===== src/rtl/ctrl_fsm.sv =====
// ctrl_fsm: multi-cycle RV32I control state machine.
// Sequences fetch/decode/execute/memory/writeback and drives ALU op and datapath selects.
module ctrl_fsm (
    input  logic        clk,
    input  logic        rst,
    input  logic [31:0] instr,
    input  logic        zero,
    input  logic        mem_ready,
    output logic        mem_req,
    output logic        mem_we,
    output logic        addr_src,
    output logic        ir_we,
    output logic        pc_we,
    output logic        rf_we,
    output logic [1:0]  alu_src_a,
    output logic [1:0]  alu_src_b,
    output logic [2:0]  imm_src,
    output logic [1:0]  result_src,
    output logic [3:0]  alu_op,
    output logic        illegal
);

    localparam logic [6:0] OP_LOAD  = 7'b0000011;
    localparam logic [6:0] OP_STORE = 7'b0100011;
    localparam logic [6:0] OP_R     = 7'b0110011;
    localparam logic [6:0] OP_I     = 7'b0010011;
    localparam logic [6:0] OP_BR    = 7'b1100011;
    localparam logic [6:0] OP_JAL   = 7'b1101111;
    localparam logic [6:0] OP_JALR  = 7'b1100111;
    localparam logic [6:0] OP_LUI   = 7'b0110111;
    localparam logic [6:0] OP_AUIPC = 7'b0010111;

    localparam logic [3:0] ALU_ADD  = 4'b0000;
    localparam logic [3:0] ALU_SUB  = 4'b0001;
    localparam logic [3:0] ALU_SLT  = 4'b0010;
    localparam logic [3:0] ALU_SLTU = 4'b0011;
    localparam logic [3:0] ALU_AND  = 4'b0100;
    localparam logic [3:0] ALU_OR   = 4'b0101;
    localparam logic [3:0] ALU_XOR  = 4'b0110;
    localparam logic [3:0] ALU_SLL  = 4'b1000;
    localparam logic [3:0] ALU_SRL  = 4'b1001;
    localparam logic [3:0] ALU_SRA  = 4'b1010;

    typedef enum logic [3:0] {
        S_FETCH, S_DECODE, S_EXEC_R, S_EXEC_I, S_MEM_ADDR,
        S_MEM_RD, S_MEM_WR, S_MEM_WB, S_ALU_WB, S_BRANCH,
        S_JALR_ADDR, S_JAL, S_LUI, S_AUIPC, S_ILLEGAL
    } state_t;

    state_t     state_q, state_d;
    logic [6:0] opcode;
    logic [2:0] funct3;
    logic [6:0] funct7;
    logic       r_legal;
    logic       take;
    logic       unused_bits;

    assign opcode      = instr[6:0];
    assign funct3      = instr[14:12];
    assign funct7      = instr[31:25];
    assign unused_bits = ^{instr[24:15], instr[11:7]};

    // funct7 = 0100000 only encodes SUB and SRA
    assign r_legal = (funct7 == 7'b0000000) ||
                     ((funct7 == 7'b0100000) &&
                      (funct3 == 3'b000 || funct3 == 3'b101));

    function automatic logic [3:0] alu_dec(input logic [2:0] f3,
                                           input logic       sub,
                                           input logic       sra);
        case (f3)
            3'b000:  alu_dec = sub ? ALU_SUB : ALU_ADD;
            3'b001:  alu_dec = ALU_SLL;
            3'b010:  alu_dec = ALU_SLT;
            3'b011:  alu_dec = ALU_SLTU;
            3'b100:  alu_dec = ALU_XOR;
            3'b101:  alu_dec = sra ? ALU_SRA : ALU_SRL;
            3'b110:  alu_dec = ALU_OR;
            default: alu_dec = ALU_AND;
        endcase
    endfunction

    always_ff @(posedge clk) begin
        if (rst) state_q <= S_FETCH;
        else     state_q <= state_d;
    end

    always_comb begin
        state_d    = state_q;
        mem_req    = 1'b0;
        mem_we     = 1'b0;
        addr_src   = 1'b0;
        ir_we      = 1'b0;
        pc_we      = 1'b0;
        rf_we      = 1'b0;
        alu_src_a  = 2'b00;
        alu_src_b  = 2'b00;
        imm_src    = 3'b000;
        result_src = 2'b00;
        alu_op     = ALU_ADD;
        illegal    = 1'b0;
        take       = 1'b0;
        unique case (state_q)
            S_FETCH: begin
                mem_req    = 1'b1;
                alu_src_b  = 2'b10;
                result_src = 2'b10;
                ir_we      = mem_ready;
                pc_we      = mem_ready;
                if (mem_ready) state_d = S_DECODE;
            end
            S_DECODE: begin
                alu_src_a = 2'b01;
                alu_src_b = 2'b01;
                imm_src   = 3'b010;
                unique case (opcode)
                    OP_LOAD, OP_STORE: state_d = S_MEM_ADDR;
                    OP_R:     state_d = S_EXEC_R;
                    OP_I:     state_d = S_EXEC_I;
                    OP_BR:    state_d = S_BRANCH;
                    OP_JALR:  state_d = S_JALR_ADDR;
                    OP_LUI:   state_d = S_LUI;
                    OP_AUIPC: state_d = S_AUIPC;
                    OP_JAL: begin
                        imm_src = 3'b100;
                        state_d = S_JAL;
                    end
                    default:  state_d = S_ILLEGAL;
                endcase
            end
            S_EXEC_R: begin
                alu_src_a = 2'b10;
                alu_op    = alu_dec(funct3, funct7[5], funct7[5]);
                state_d   = r_legal ? S_ALU_WB : S_ILLEGAL;
            end
            S_EXEC_I: begin
                alu_src_a = 2'b10;
                alu_src_b = 2'b01;
                alu_op    = alu_dec(funct3, 1'b0, funct7[5]);
                state_d   = S_ALU_WB;
            end
            S_MEM_ADDR: begin
                // opcode bit 5 separates stores from loads
                alu_src_a = 2'b10;
                alu_src_b = 2'b01;
                imm_src   = opcode[5] ? 3'b001 : 3'b000;
                state_d   = opcode[5] ? S_MEM_WR : S_MEM_RD;
            end
            S_MEM_RD: begin
                mem_req  = 1'b1;
                addr_src = 1'b1;
                if (mem_ready) state_d = S_MEM_WB;
            end
            S_MEM_WR: begin
                mem_req  = 1'b1;
                mem_we   = 1'b1;
                addr_src = 1'b1;
                if (mem_ready) state_d = S_FETCH;
            end
            S_MEM_WB: begin
                result_src = 2'b01;
                rf_we      = 1'b1;
                state_d    = S_FETCH;
            end
            S_ALU_WB: begin
                rf_we   = 1'b1;
                state_d = S_FETCH;
            end
            S_BRANCH: begin
                alu_src_a = 2'b10;
                state_d   = S_FETCH;
                case (funct3)
                    3'b000: begin alu_op = ALU_SUB;  take = zero;  end
                    3'b001: begin alu_op = ALU_SUB;  take = !zero; end
                    3'b100: begin alu_op = ALU_SLT;  take = !zero; end
                    3'b101: begin alu_op = ALU_SLT;  take = zero;  end
                    3'b110: begin alu_op = ALU_SLTU; take = !zero; end
                    3'b111: begin alu_op = ALU_SLTU; take = zero;  end
                    default: state_d = S_ILLEGAL;
                endcase
                pc_we = take;
            end
            S_JALR_ADDR: begin
                alu_src_a = 2'b10;
                alu_src_b = 2'b01;
                state_d   = S_JAL;
            end
            S_JAL: begin
                pc_we     = 1'b1;
                alu_src_a = 2'b01;
                alu_src_b = 2'b10;
                state_d   = S_ALU_WB;
            end
            S_LUI: begin
                alu_src_a = 2'b11;
                alu_src_b = 2'b01;
                imm_src   = 3'b011;
                state_d   = S_ALU_WB;
            end
            S_AUIPC: begin
                alu_src_a = 2'b01;
                alu_src_b = 2'b01;
                imm_src   = 3'b011;
                state_d   = S_ALU_WB;
            end
            S_ILLEGAL: illegal = 1'b1;
            default:   state_d = S_FETCH;
        endcase
        // reset aborts whatever is in flight
        if (rst) begin
            state_d = S_FETCH;
            mem_req = 1'b0;
            mem_we  = 1'b0;
            ir_we   = 1'b0;
            pc_we   = 1'b0;
            rf_we   = 1'b0;
            illegal = 1'b0;
        end
    end

endmodule


===== config.mk =====
export PLATFORM = sky130hd
export DESIGN_NAME = ctrl_fsm
export DESIGN_NICKNAME = d
export VERILOG_FILES = /design/src/rtl/ctrl_fsm.sv
export SDC_FILE = /design/constraint.sdc
export NUM_CORES = 1
export LEC_CHECK = 0
export CAP_MARGIN = 20
export CORE_MARGIN = 2
export CORE_UTILIZATION = 33
export DETAILED_ROUTE_END_ITERATION = 6
export HOLD_SLACK_MARGIN = 0.12
export PLACE_DENSITY = 0.81
export SYNTH_ARGS = -nofsm -noshare
export SYNTH_HDL_FRONTEND = slang
export SYNTH_SLANG_ARGS = --single-unit

===== constraint.sdc =====
create_clock -name clk -period 1.2 [get_ports clk]
set_input_delay 0.12 -clock clk [delete_from_list [all_inputs] [get_ports clk]]
set_output_delay 0.12 -clock clk [all_outputs]
set_load 0.02 [all_outputs]

; Word level (Yosys, flattened, before mapping)
; Cells that the tools add are included.
[classes]
eq_ne = 34
mux = 34
n_bitwise = 1
reduce_logical = 24
[ops]
columns = operator, n
row1 = $pmux W4 S7, 2
row2 = $pmux W4 S10, 1
row3 = $pmux W4 S8, 1
row4 = $eq A4 B4 Y1 const B, 7
row5 = $eq A7 B6 Y1 const B, 4
row6 = $eq A7 B7 Y1 const B, 3
row7 = $eq A4 B3 Y1 const B, 4
row8 = $mux W4, 4
row9 = $reduce_or A2 Y1, 8
row10 = $eq A7 B5 Y1 const B, 2
row11 = $mux W1, 14
row12 = $eq A3 B3 Y1 const B, 4
row13 = $pmux W2 S3, 2
row14 = $pmux W4 S3, 1
row15 = $reduce_or A3 Y1, 4
row16 = $reduce_or A6 Y1, 2
row17 = $pmux W3 S3, 1
row18 = $eq A4 B2 Y1 const B, 2
row19 = $pmux W2 S2, 2
row20 = $eq A7 B2 Y1 const B, 1
row21 = $logic_not A7 Y1, 1
row22 = $eq A3 B2 Y1 const B, 2
row23 = $mux W3, 2
row24 = $ne A2 B2 Y1 const B, 3
row25 = other kinds (14), 16
[totals]
regBits = 4
input_bits = 36
output_inout_bits = 20
elab_cells = 94

; Longest topological paths before layout
; Gate-level depths: netlist (run 1).
[depth]
depth_word = 6
mapped_depth = 6
mapped_depth_nobuf = 4

; Worst setup path before layout (run 1)
; No wires, ideal clock.
[synth_timing]
path_type = register to output
from = register state_q[2]
to = output port ir_we
t_arrival_ns = 1.664
t_required_ns = 1.080
path_slack_ns = -0.584
stages_incl_launch_ff = 4
path_buffers = 1
path_cell_list = dfxtp_1 clkbuf_1 nor4_1 and3_1
[synth_via]
elab_chain_len = 3
[synth_rtl]
columns = element, line_no
row1 = start: declaration, 50  ; state_t state_q, state_d;
row2 = start signal: assignment, 85  ; else state_q <= state_d;
row3 = $logic_not A4 Y1, 103  ; unique case (state_q)
row4 = $mux W1, 103
row5 = $mux W1, 210  ; if (rst) begin
row6 = end: declaration, 12  ; output logic ir_we,
; No other way between the ends.

; Worst setup path in the final report (run 1)
[layout_timing]
from = register state_q[0]
to = output port mem_req
[layout_via]
elab_chain_len = 4
word_cells_on_any_way = 6
classes_between = 2 x eq/ne / 2 x mux / 2 x reduce/logical
[layout_rtl]
columns = element, line_no
row1 = $eq A4 B3 Y1 or $logic_not A4 Y1 (tied branches), 103
row2 = $reduce_or A3 Y1 (no line) (*), --
row3 = $mux W1 (*), 103
row4 = $mux W1 (*), 210
row5 = end: declaration, 9  ; output logic mem_req,
; Mark *: on every way between the ends. The rest lies on a longest branch, timed or not.

==> results of run 1 <==
==> cell type report <==
type	instances	area, um^2
clock buffer	3	22.5
multi-input combinational	115	1140
tap	30	37.5
timing repair buffer	111	1070
inverter	3	11.3
fill	57	105
sequential	4	95.1
==> worst paths after layout <==
kind | from | endpoint | cells after the start | slack, ns
setup reg to reg | state_q[1]$_SDFFE_PP0P_ | state_q[1]$_SDFFE_PP0P_ | 6 | -0.32
hold / removal | instr[6] | state_q[3]$_SDFFE_PP0P_ | 4 | 0.45
hold reg to reg | state_q[2]$_SDFFE_PP0P_ | state_q[0]$_SDFFE_PP0P_ | 5 | 0.97
setup / recovery | state_q[0]$_SDFFE_PP0P_ | mem_req | 7 | -0.48
==> layer usage <==
metal	vias to the layer above	track usage [%]
met5	-	0
met4	0	16.0
met3	42	4.22
met2	142	58.8
met1	818	33.0
li1	711	-
==> power by group <==
part	switching, mW	internal [mW]
Clock	0.0719	0.113
Sequential	0.148	0.224
Combinational	2.34	2.46
==> cells by family (layout without fill, tap and decap cells) <==
| logic type | count (synthesis) | in the layout | share of synthesized area, % |
|---|---|---|---|
| buffers and inverters | 16 | 117 | 8.65 |
| AOI/OAI and AO/OA | 41 | 41 | 33.3 |
| xor gates and xnor gates | 4 | 4 | 4.04 |
| and+or+nand+nor | 70 | 70 | 44.8 |
| DFF | 4 | 4 | 9.22 |
==> Yosys cell counts, drive strengths merged (3+ instances only) <==
cell	instances
a21boi	3
dfxtp	4
o22ai	3
nand2b	7
nor3b	3
nor2	13
xnor2	3
clkbuf	4
o211ai	3
buf	9
nand2	11
nor2b	8
a21oi	11
inv	3
nor3	9
nor4	5
o21ai	4
==> cell usage in the layout, fill, tap and decap left out, types with 5 or more instances in the layout <==
cell type,count
sky130_fd_sc_hd__nand2_1,8
sky130_fd_sc_hd__nor2_1,5
sky130_fd_sc_hd__buf_6,25
sky130_fd_sc_hd__a21oi_2,6
sky130_fd_sc_hd__clkdlybuf4s50_1,10
sky130_fd_sc_hd__buf_4,58
sky130_fd_sc_hd__nand2b_4,5
sky130_fd_sc_hd__dlymetal6s2s_1,6
sky130_fd_sc_hd__nor2_2,6
==> through the flow <==
stage / TNS, ns / worst slack [ns]
5_1_grt: -7.74 / -0.509
3_3_place_gp: -14.17 / -1.06
4_1_cts: -5.59 / -0.407
6_report: -7.17 / -0.482
2_1_floorplan: -0.851 / -0.146
3_5_place_dp: -15.16 / -1.11
==> worst max-delay path: stages (launching register included) <==
cell,delay (ns)
sky130_fd_sc_hd__dfxtp_4,0.37
sky130_fd_sc_hd__buf_4,0.15
sky130_fd_sc_hd__buf_12,0.15
sky130_fd_sc_hd__nor2b_2,0.16
sky130_fd_sc_hd__nor3_1,0.14
sky130_fd_sc_hd__a21oi_1,0.07
sky130_fd_sc_hd__nor3_2,0.11
sky130_fd_sc_hd__buf_4,0.16
==> timing repair <==
action | CTS | global route
hold buffers | 0 | 0
buffers inserted | 14 | 7
resized for setup | 175 | 40
gates cloned | 1 | 0
endpoints found under the setup margin | 24 | 24
pin swaps | 16 | 11
==> results.md, run 1 <==
Place:
- Once placement finished, the instance area stood at 0.00179 mm^2.
- After detailed placement, the design holds a cell count of 241.
- The last weighted congestion value of the routability-driven placer is 0.892.
- The placed wire-length estimate after detailed placement is 3050 um.
- The number of buffers added on ports is 40.

Critical path:
- At the worst endpoint, the required time is 1.08 ns.
- STA puts the critical path data arrival time at 1.56 ns.
- The critical path endpoint category is a primary output.
- The element type at the critical path start is a flop.
- By startpoint and endpoint, the worst setup path is classified as flop to primary output.
- The largest fanout of any net on the critical path is 14.

Floorplanning:
- The horizontal die dimension is 55.3 um.
- The floorplan has 18 rows.
- For this configuration, the core starts out at a cell density of 35.1%.
- For this design the top-level I/O count stands at 56.
- The floorplan step defined a core boundary enclosing 0.00248 mm^2.
- The die covers 0.00306 mm^2.
- The floorplan step set the die height to 55.3 um.

Power and ir drop:
- The areal power density over the cells is 2260 mW/mm^2.
- The cell leakage power is 1.03 nW.
- The maximum ir drop on the vdd rail is 3.00 mV.
- The design draws 5.36 mW.

Logic synthesis:
- Sorting the synthesized cells by area gives the leading types as sky130_fd_sc_hd__dfxtp_1 (9.2%), sky130_fd_sc_hd__a21oi_1 (6.3%), sky130_fd_sc_hd__nor2b_1 (5.8%).
- The number of nets handed over by synthesis was 171.
- During synthesis, Yosys emitted a total of 0 warnings.
- The top cell type by area accounts for 9.22% of the synthesized area.
- The post-synthesis sequential area ratio is 9.22%.
- The number of synthesized flops with an enable pin is 0.
- The synthesized design spends more area on one cell type than any other, namely sky130_fd_sc_hd__dfxtp_1.
- The fraction of synthesis flops using an asynchronous set or reset pin is 0%.
- The average instance area after synthesis is 6.43 um^2.
- Synthesis inferred 4 register bits.
- After synthesis the cells add up to 868 um^2.
- Counting every instance in the synthesized netlist gives 135.
- The most used flip-flop cell after synthesis is sky130_fd_sc_hd__dfxtp_1.
- The count of cell types in the netlist is 46.

Clock network:
- After clock tree synthesis, the clock-pin slew on the worst setup and hold paths is 0.05 ns.
- The tree built by TritonCTS fans out to 4 sinks.
- The CTS tree is yes.
- No sink is reached through more buffers than the 2 on the longest clock path.
- The number of CTS-inserted buffers is 3.
- For the worst-skew pair, the clock arrives at the later sink with an insertion delay of 0.25 ns.
- The H-tree level count is 1.
- The cell sitting at the root of the clock tree is a sky130_fd_sc_hd__clkbuf_4.

Outcome:
- The run finished, with violations left.
- The final reports fail on setup timing.

Global route:
- The via count of the first global-routing pass was 1603.
- The largest net degree at the start of global routing is 15.
- The total overflow left after global routing is 0.
- The initial antenna violation count was 0.
- Global routing consumed, over all layers together, 31.1% of the routing resources.
- The first global-routing pass estimated 7690 um of wire.

Final layout:
- The finished cells cover 0.00237 mm^2.
- The area growth from synthesis to layout is 173%.
- At the end of the flow, the number of nets in the layout was 274.
- The final cell count without fillers is 266.
- 0 antenna diodes ended up in the layout.
- The share of cells above drive strength 1 is 67.8%.
- In the final layout, the registers with the most flip-flops are state_q x4.
- The register with the most flip-flops in the layout has 4 of them.
- state_q holds more flip-flops than any other register.
- The post-route core utilization is 95.8%.

Detailed routing:
- In the routed design, unresolved DRC markers number 0.
- In the detailed route, the total length drawn on met2 is 3260 um.
- Dividing the detail-routed wire length by the instance count gives 24.2 um.
- The detailed router's first-iteration violation count is 112.
- The first TritonRoute pass finished after 5 iterations.
- The uppermost signal routing layer after detailed routing is met4.
- In the detailed route, the total length drawn on met3 is 471 um.
- The routed wire length is 6430 um.
- For this block, the via count after detailed routing is 1713.
- The detailed router put a total of 2240 um of wire on met1.
- The number of nets with antenna violations after routing is 0.
- Using the TritonRoute via totals, the vias-per-cell ratio works out to 6.44.

Timing:
- The max-slew violation count is 0.
- The count of final hold-check violations came to 0.
- The relative slew slack is 64.3%.
- The total setup violations reported at the end of the flow is 24.
- The maximum clock frequency is 0.594 GHz.
- Setup repair after global routing could not meet its margin everywhere.
- The worst setup skew after layout is 0.0115 ns.
- The final worst slack is -0.482 ns.
- The slew at the pin closest to its max-slew limit is 0.529 ns.
- After layout, the minimum clock period comes to 1.68 ns.
- Dividing the final minimum period by the clock period gives 140%.
- The final hold slack is 0.450 ns.

Worst hold path:
- The worst hold path class is input pin to flop.

Job:
- Across the run, the number of max-cap violations was 0.
Power figures use the tool's default switching activity.
==> run 2, diff against run 1 <==
--- a/config.mk
+++ b/config.mk
@@ -9,6 +9,7 @@
 export CORE_MARGIN = 2
 export CORE_UTILIZATION = 33
 export DETAILED_ROUTE_END_ITERATION = 6
+export GPL_ROUTABILITY_DRIVEN = 0
 export HOLD_SLACK_MARGIN = 0.12
 export PLACE_DENSITY = 0.81
 export SYNTH_ARGS = -nofsm -noshare
==> results of run 2 <==
Same layout as run 1: the final DEF is identical, and so are final timing and power.
